File: src/rtl/dma_csr_ctrl.sv
// -----------------------------------------------------------------------------
// dma_csr_ctrl
//   AXI4-Lite control/status front-end for a simple DMA engine. The host
//   programs SRC, DST and LEN, then writes CTRL.START. The block emits a
//   one-cycle trigger with stable src_addr/dest_addr/length, tracks busy/done,
//   counts completed transfers and answers illegal accesses with SLVERR.
//
//   Optional feature macro: DMA_CSR_IRQ_EN
//     defined   : adds output irq = STATUS.DONE & CTRL.IRQ_ENABLE (CTRL bit1),
//                 CTRL bit1 is stored and readable, STATUS bit2 reads irq.
//     undefined : no irq port, CTRL bit1 ignored (reads 0), STATUS bit2 reads 0.
//
// Ports
//   clk, rst                      clock, asynchronous active-high reset
//   AW*/W*/B*                     AXI4-Lite write address/data/response
//   AR*/R*                        AXI4-Lite read address/data
//   trigger                       one-cycle start pulse to the DMA
//   src_addr, dest_addr, length   transfer descriptor, mirrors SRC/DST/LEN
//   done                          DMA completion (level or pulse, rising edge)
//   irq                           only with DMA_CSR_IRQ_EN
//
// Register map (word index = addr[4:2])
//   0 SRC | 1 DST | 2 LEN | 3 CTRL | 4 STATUS | 5 COUNT | 6,7 unmapped (SLVERR)
//
// DMA FSM states
//   state   | meaning
//   IDLE    | no transfer in flight, START accepted if LEN != 0
//   BUSY    | transfer running, descriptor registers locked until done rises
// -----------------------------------------------------------------------------
module dma_csr_ctrl #(
  parameter int LEN_W   = 6,
  parameter int COUNT_W = 16
) (
  input  logic              clk,
  input  logic              rst,
  input  logic [31:0]       AWADDR,
  input  logic [2:0]        AWPROT,
  input  logic              AWVALID,
  output logic              AWREADY,
  input  logic [31:0]       WDATA,
  input  logic [3:0]        WSTRB,
  input  logic              WVALID,
  output logic              WREADY,
  output logic [1:0]        BRESP,
  output logic              BVALID,
  input  logic              BREADY,
  input  logic [31:0]       ARADDR,
  input  logic [2:0]        ARPROT,
  input  logic              ARVALID,
  output logic              ARREADY,
  output logic [31:0]       RDATA,
  output logic [1:0]        RRESP,
  output logic              RVALID,
  input  logic              RREADY,
  output logic              trigger,
  output logic [31:0]       src_addr,
  output logic [31:0]       dest_addr,
  output logic [LEN_W-1:0]  length,
  input  logic              done
`ifdef DMA_CSR_IRQ_EN
  ,
  output logic              irq
`endif
);

  localparam logic [1:0] RESP_OKAY   = 2'b00;
  localparam logic [1:0] RESP_SLVERR = 2'b10;

  localparam logic [2:0] A_SRC    = 3'd0;
  localparam logic [2:0] A_DST    = 3'd1;
  localparam logic [2:0] A_LEN    = 3'd2;
  localparam logic [2:0] A_CTRL   = 3'd3;
  localparam logic [2:0] A_STATUS = 3'd4;
  localparam logic [2:0] A_COUNT  = 3'd5;

  typedef enum logic {ST_IDLE, ST_BUSY} state_e;

  state_e             state_q, state_d;
  logic               awready_q, awready_d;
  logic               bvalid_q, bvalid_d;
  logic [1:0]         bresp_q, bresp_d;
  logic               arready_q, arready_d;
  logic               rvalid_q, rvalid_d;
  logic [31:0]        rdata_q, rdata_d;
  logic [1:0]         rresp_q, rresp_d;
  logic               trigger_q, trigger_d;
  logic [31:0]        src_q, src_d;
  logic [31:0]        dst_q, dst_d;
  logic [LEN_W-1:0]   len_q, len_d;
  logic               done_flag_q, done_flag_d;
  logic [COUNT_W-1:0] count_q, count_d;
  logic               done_prev_q;

  logic               wr_acc;
  logic               rd_acc;
  logic               busy;
  logic               done_rise;
  logic               start_req;
  logic               irq_bit;
  logic               ctrl_irq_en_rd;

`ifdef DMA_CSR_IRQ_EN
  logic               irq_en_q, irq_en_d;
  assign irq_bit        = done_flag_q & irq_en_q;
  assign ctrl_irq_en_rd = irq_en_q;
  assign irq            = irq_bit;
`else
  assign irq_bit        = 1'b0;
  assign ctrl_irq_en_rd = 1'b0;
`endif

  // Address bits outside the decode window and the protection fields are
  // intentionally ignored.
  logic unused_sigs;
  assign unused_sigs = ^{AWADDR[31:5], AWADDR[1:0], ARADDR[31:5], ARADDR[1:0],
                         AWPROT, ARPROT};

  // Byte-lane merge: lanes whose strobe is low keep their old contents.
  function automatic logic [31:0] apply_strb(input logic [31:0] old_v,
                                             input logic [31:0] new_v,
                                             input logic [3:0]  strb);
    logic [31:0] r;
    r = old_v;
    for (int i = 0; i < 4; i++) begin
      if (strb[i]) r[8*i +: 8] = new_v[8*i +: 8];
    end
    return r;
  endfunction

  // READY is raised one cycle after both valids are seen and the previous
  // response has drained; the transaction is consumed while READY is high.
  assign wr_acc    = awready_q & AWVALID & WVALID;
  assign rd_acc    = arready_q & ARVALID;
  assign busy      = (state_q == ST_BUSY);
  assign done_rise = done & ~done_prev_q;
  assign start_req = WSTRB[0] & WDATA[0];

  always_comb begin
    state_d     = state_q;
    awready_d   = AWVALID & WVALID & ~bvalid_q & ~awready_q;
    bvalid_d    = bvalid_q;
    bresp_d     = bresp_q;
    arready_d   = ARVALID & ~rvalid_q & ~arready_q;
    rvalid_d    = rvalid_q;
    rdata_d     = rdata_q;
    rresp_d     = rresp_q;
    trigger_d   = 1'b0;
    src_d       = src_q;
    dst_d       = dst_q;
    len_d       = len_q;
    done_flag_d = done_flag_q;
    count_d     = count_q;
`ifdef DMA_CSR_IRQ_EN
    irq_en_d    = irq_en_q;
`endif

    if (bvalid_q && BREADY) bvalid_d = 1'b0;
    if (rvalid_q && RREADY) rvalid_d = 1'b0;

    if (wr_acc) begin
      bvalid_d = 1'b1;
      bresp_d  = RESP_OKAY;
      case (AWADDR[4:2])
        A_SRC: begin
          if (busy) bresp_d = RESP_SLVERR;
          else      src_d   = apply_strb(src_q, WDATA, WSTRB);
        end
        A_DST: begin
          if (busy) bresp_d = RESP_SLVERR;
          else      dst_d   = apply_strb(dst_q, WDATA, WSTRB);
        end
        A_LEN: begin
          if (busy) begin
            bresp_d = RESP_SLVERR;
          end else begin
            for (int i = 0; i < LEN_W; i++) begin
              if (WSTRB[i/8]) len_d[i] = WDATA[i];
            end
          end
        end
        A_CTRL: begin
          if (start_req && (busy || len_q == '0)) begin
            bresp_d = RESP_SLVERR;
          end else begin
            if (start_req) begin
              state_d     = ST_BUSY;
              trigger_d   = 1'b1;
              done_flag_d = 1'b0;
            end
`ifdef DMA_CSR_IRQ_EN
            if (WSTRB[0]) irq_en_d = WDATA[1];
`endif
          end
        end
        A_STATUS: begin
          if (WSTRB[0] && WDATA[1]) done_flag_d = 1'b0;
        end
        A_COUNT: begin
          // read-only; write acknowledged without effect
        end
        default: bresp_d = RESP_SLVERR;
      endcase
    end

    // Evaluated after the write decode so a completion wins over a
    // same-cycle W1C of DONE.
    if (busy && done_rise) begin
      state_d     = ST_IDLE;
      done_flag_d = 1'b1;
      count_d     = count_q + COUNT_W'(1);
    end

    if (rd_acc) begin
      rvalid_d = 1'b1;
      rresp_d  = RESP_OKAY;
      rdata_d  = '0;
      case (ARADDR[4:2])
        A_SRC:    rdata_d = src_q;
        A_DST:    rdata_d = dst_q;
        A_LEN:    rdata_d = 32'(len_q);
        A_CTRL:   rdata_d = {30'd0, ctrl_irq_en_rd, 1'b0};
        A_STATUS: rdata_d = {29'd0, irq_bit, done_flag_q, busy};
        A_COUNT:  rdata_d = 32'(count_q);
        default:  rresp_d = RESP_SLVERR;
      endcase
    end
  end

  always_ff @(posedge clk or posedge rst) begin
    if (rst) begin
      state_q     <= ST_IDLE;
      awready_q   <= 1'b0;
      bvalid_q    <= 1'b0;
      bresp_q     <= RESP_OKAY;
      arready_q   <= 1'b0;
      rvalid_q    <= 1'b0;
      rdata_q     <= '0;
      rresp_q     <= RESP_OKAY;
      trigger_q   <= 1'b0;
      src_q       <= '0;
      dst_q       <= '0;
      len_q       <= '0;
      done_flag_q <= 1'b0;
      count_q     <= '0;
      done_prev_q <= 1'b0;
`ifdef DMA_CSR_IRQ_EN
      irq_en_q    <= 1'b0;
`endif
    end else begin
      state_q     <= state_d;
      awready_q   <= awready_d;
      bvalid_q    <= bvalid_d;
      bresp_q     <= bresp_d;
      arready_q   <= arready_d;
      rvalid_q    <= rvalid_d;
      rdata_q     <= rdata_d;
      rresp_q     <= rresp_d;
      trigger_q   <= trigger_d;
      src_q       <= src_d;
      dst_q       <= dst_d;
      len_q       <= len_d;
      done_flag_q <= done_flag_d;
      count_q     <= count_d;
      done_prev_q <= done;
`ifdef DMA_CSR_IRQ_EN
      irq_en_q    <= irq_en_d;
`endif
    end
  end

  assign AWREADY   = awready_q;
  assign WREADY    = awready_q;
  assign BVALID    = bvalid_q;
  assign BRESP     = bresp_q;
  assign ARREADY   = arready_q;
  assign RVALID    = rvalid_q;
  assign RDATA     = rdata_q;
  assign RRESP     = rresp_q;
  assign trigger   = trigger_q;
  assign src_addr  = src_q;
  assign dest_addr = dst_q;
  assign length    = len_q;

endmodule
File: config.mk
export PLATFORM = sky130hd
export DESIGN_NAME = dma_csr_ctrl
export DESIGN_NICKNAME = d
export VERILOG_FILES = /design/src/rtl/dma_csr_ctrl.sv
export SDC_FILE = /design/constraint.sdc
export NUM_CORES = 1
export LEC_CHECK = 0
export ABC_AREA = 1
export CORE_ASPECT_RATIO = 1.4
export CORE_MARGIN = 2
export CORE_UTILIZATION = 40
export CTS_BUF_LIST = sky130_fd_sc_hd__clkbuf_16
export DETAILED_ROUTE_END_ITERATION = 6
export DONT_BUFFER_PORTS = 1
export HOLD_SLACK_MARGIN = 0.03
export SLEW_MARGIN = 20
export SYNTH_ARGS = -nofsm -noshare
export SYNTH_HDL_FRONTEND = slang
export SYNTH_SLANG_ARGS = --single-unit
File: constraint.sdc
create_clock -name clk -period 4.9 [get_ports clk]
set_input_delay 0.735 -clock clk [delete_from_list [all_inputs] [get_ports clk]]
set_output_delay 0.735 -clock clk [all_outputs]
set_load 0.1 [all_outputs]
==> reports/metrics.csv <==
stage,metric,value,unit
cells_and_area,diode count,0,
power,Internal Power,0.00208,W
synth,syn avg cell area,8.48,sq um
cts,H-tree levels,4,
synth,top cell type by total area after synthesis,dfrtp_1,
route,Iter 0 DRT Violations,253,
timing,Relative slew margins,32.6,%
setup_path,worst reg2reg endpoint,dest_addr[15],
timing,Fin. Hold Viols,0,
setup_path,CP endpoint kind,register,
global_route,initial antenna violation count,0,
setup_path,Max Fanout on Critical Path,16,
timing,FMAX,0.384,GHz
cts,clock sink total,128,
cts,setup repair bufs after CTS,0,
timing,Setup TNS Final,0,ns
timing,Worst Max-Slew Pin Slew,1.01,ns
floorplanning,floorplan row count,53,
synth,Ys Warns,0,
synth,number of synthesized flops with an enable pin,0,
power,Combinational Power Share,6.4,%
synth,top cell type's share of synthesized area,52.7,%
floorplanning,Die Ht,150,microns
global_route,vias in the first global route,4641,
power,Clk pwr share,42.9,%
timing,Slew Limit Fails,0,
power,pwr dens,468,mW/mm^2
route,DRC Markers,0,
cells_and_area,Final Cell Area,0.00683,sq mm
power,Max VDD drop,0.227,mV
route,per-cell routed wire length,17.1,microns
timing,Tcrit/Tclk final,53.2,%
setup_path,Worst EP arrival,2.89,ns
timing,Clock Skew,0.00497,ns
setup_path,Worst Setup SP,AWREADY,
floorplanning,full die area,0.0162,sq mm
cells_and_area,fillers,1474,
route,via/cell ratio,5.10,
cells_and_area,Synth-to-Final Area Change,12.3,%
route,ANT nets after route,0,
timing,Final Critical Period,2.61,ns
power,P_sw,0.00111,W
power,switching part of the total,34.8,%
place,IO buf count,0,
setup_path,Setup CP Type,reg2reg,
cts,Inserted Clock Buffers,17,
cts,clk root buf,clkbuf_16,
setup_path,worst reg2reg setup slack,2.29,ns
run,max-cap violation count,0,
cts,Worst-Skew Late Latency,0.41,ns
synth,"count leader, synth",nand2_1,
global_route,first-pass GRT wire length,24.8,mm
synth,Async SR Flop Fraction,100,%
floorplanning,core area,0.0149,sq mm
power,Pleak,3.53,nW
place,post-DP HPWL,11.1,mm
cts,"Reg clk slew, reported paths",0.06,ns
cts,TritonCTS clock tree,yes,
synth,Synth cell types,31,
floorplanning,Die X-Extent,108,microns
setup_path,Critical Path RT,5.19,ns
floorplanning,IO Count,226,
global_route,gr usage total,20.1,%
setup_path,Critical Path Start Type,register,
synth,Post-Synthesis Cells,717,
setup_path,R2R depth,5,
place,DP Area,0.00618,sq mm
min_path,worst hold-check path type,in2async,
route,Initial DRT Pass Iterations,7,
place,Placed Instances,889,
place,GPL Wtd Cong,0.838,
cts,cts hold-fix bufs,0,
route,via count,4700,
cells_and_area,final net count,831,
global_route,pin count of the biggest net entering global routing,88,
cells_and_area,share of cells above drive strength 1,15.9,%
synth,register area share after synthesis,52.7,%
timing,final setup fails,0,
synth,Most used DFF post-synth,dfrtp_1,
floorplanning,Initial Utilization,40.7,%
timing,unrepaired setup endpoints after global routing,false,
setup_path,reg-to-reg startpoint,AWREADY,
global_route,total gr overflow,0,
cells_and_area,Non-Filler Instances,921,
synth,"flops & latches, synth",128,
synth,Post-synth top cells,"nand2_1 (316), dfrtp_1 (128), inv_1 (68)",
synth,Synth area leaders,"dfrtp_1 (53%), nand2_1 (20%), o21ai_2 (7.5%)",
power,sequential share of power,50.7,%
outcome,status,"finished, final reports clean",
synth,Post-Syn Area,0.00608,sq mm
route,final wirelength,15.8,mm
cts,Post-CTS Resized,0,
cts,CTS Buffer Depth,2,
-- final cells by class --
type                    count  area (sq um)  area share, %
repair buffers              4          30.0          0.440
flip-flops and latches    128          3200           46.9
clock buffers              17           425           6.23
well taps                 192           240           3.52
multi-input cells         493          2430           35.6
clock inverters            15           219           3.21
inverters                  72           275           4.03
-- flip-flops by register name (all words and copies together) (netlist names) --
register     cells
BRESP            1
done_prev_q      1
BVALID           1
RVALID           1
ARREADY          1
AWREADY          1
count_q         16
dest_addr       32
RRESP            1
trigger          1
done_flag_q      1
src_addr        32
length           6
RDATA           32
busy             1
-- metal layers --
metal,share of wire [%],global-route usage (%)
met3,6.7,5.75
met4,2.6,8.72
met1,37,21.7
met2,54,36.2
met5,0,0
-- cell usage in the layout (no fill, tap or decap), types with 6 or more instances in the layout --
cell       count
nand3_1       21
xnor2_1        7
nor2_1        23
o21ai_0       17
clkbuf_16     17
nor2_4         6
o21ai_1        6
inv_1         68
nand4_1       11
dfrtp_1      127
nand2_1      316
o21ai_2       52
-- metrics by stage --
| stage | utilization, % | total power, W | hold slack, ns | setup WS (ns) |
|---|---|---|---|---|
| after floorplan | - | 0.00178 | 0.442 | 0.752 |
| after global placement | 41.4 | 0.00183 | 0.474 | 2.30 |
| after detailed placement | 41.4 | 0.00185 | 0.472 | 2.28 |
| after CTS | 45.7 | 0.00323 | 0.340 | 2.26 |
| after global routing | 45.8 | 0.00332 | 0.335 | 2.15 |
| final | 45.8 | 0.00320 | 0.305 | 2.29 |
-- power groups by stage --
| stage | registers (W) | clock network, W | logic, W |
|---|---|---|---|
| floorplan | 0.00161 | 0 | 0.000170 |
| global route | 0.00163 | 0.00145 | 0.000232 |
| CTS | 0.00162 | 0.00140 | 0.000208 |
| detailed placement | 0.00164 | 0 | 0.000207 |
| finish | 0.00162 | 0.00137 | 0.000204 |
| global placement | 0.00164 | 0 | 0.000197 |
-- kinds of logic (layout without fill, tap and decap cells) --
group                      Yosys count  in the layout  share of synthesized area, %
and+or+nand+nor                    401            401                          28.4
DFF                                128            128                          52.7
buffers and inverters               97            108                          7.33
AOI/OAI and AO/OA                   79             79                          9.86
xor gates and xnor gates            10             10                          1.44
adders and majority gates            1              1                         0.206
other                                1              2                        0.0617
-- worst max path at each step --
stage	to	slack, ns	cells past startpoint
6_report	dest_addr[15]	2.29	5
5_1_grt	dest_addr[28]	2.15	5
4_1_cts	dest_addr[8]	2.26	5
3_5_place_dp	dest_addr[15]	2.28	5
3_3_place_gp	dest_addr[11]	2.30	5
2_1_floorplan	ARREADY	0.75	1
-- critical path: stages (launching register included) --
cell and delay [ns]:
dfrtp_2 1.01, nand3_1 0.42, inv_2 0.33, nand3_2 0.43, nand2_1 0.21, o21ai_2 0.06
Note: power is estimated with default switching activity, not from simulation.
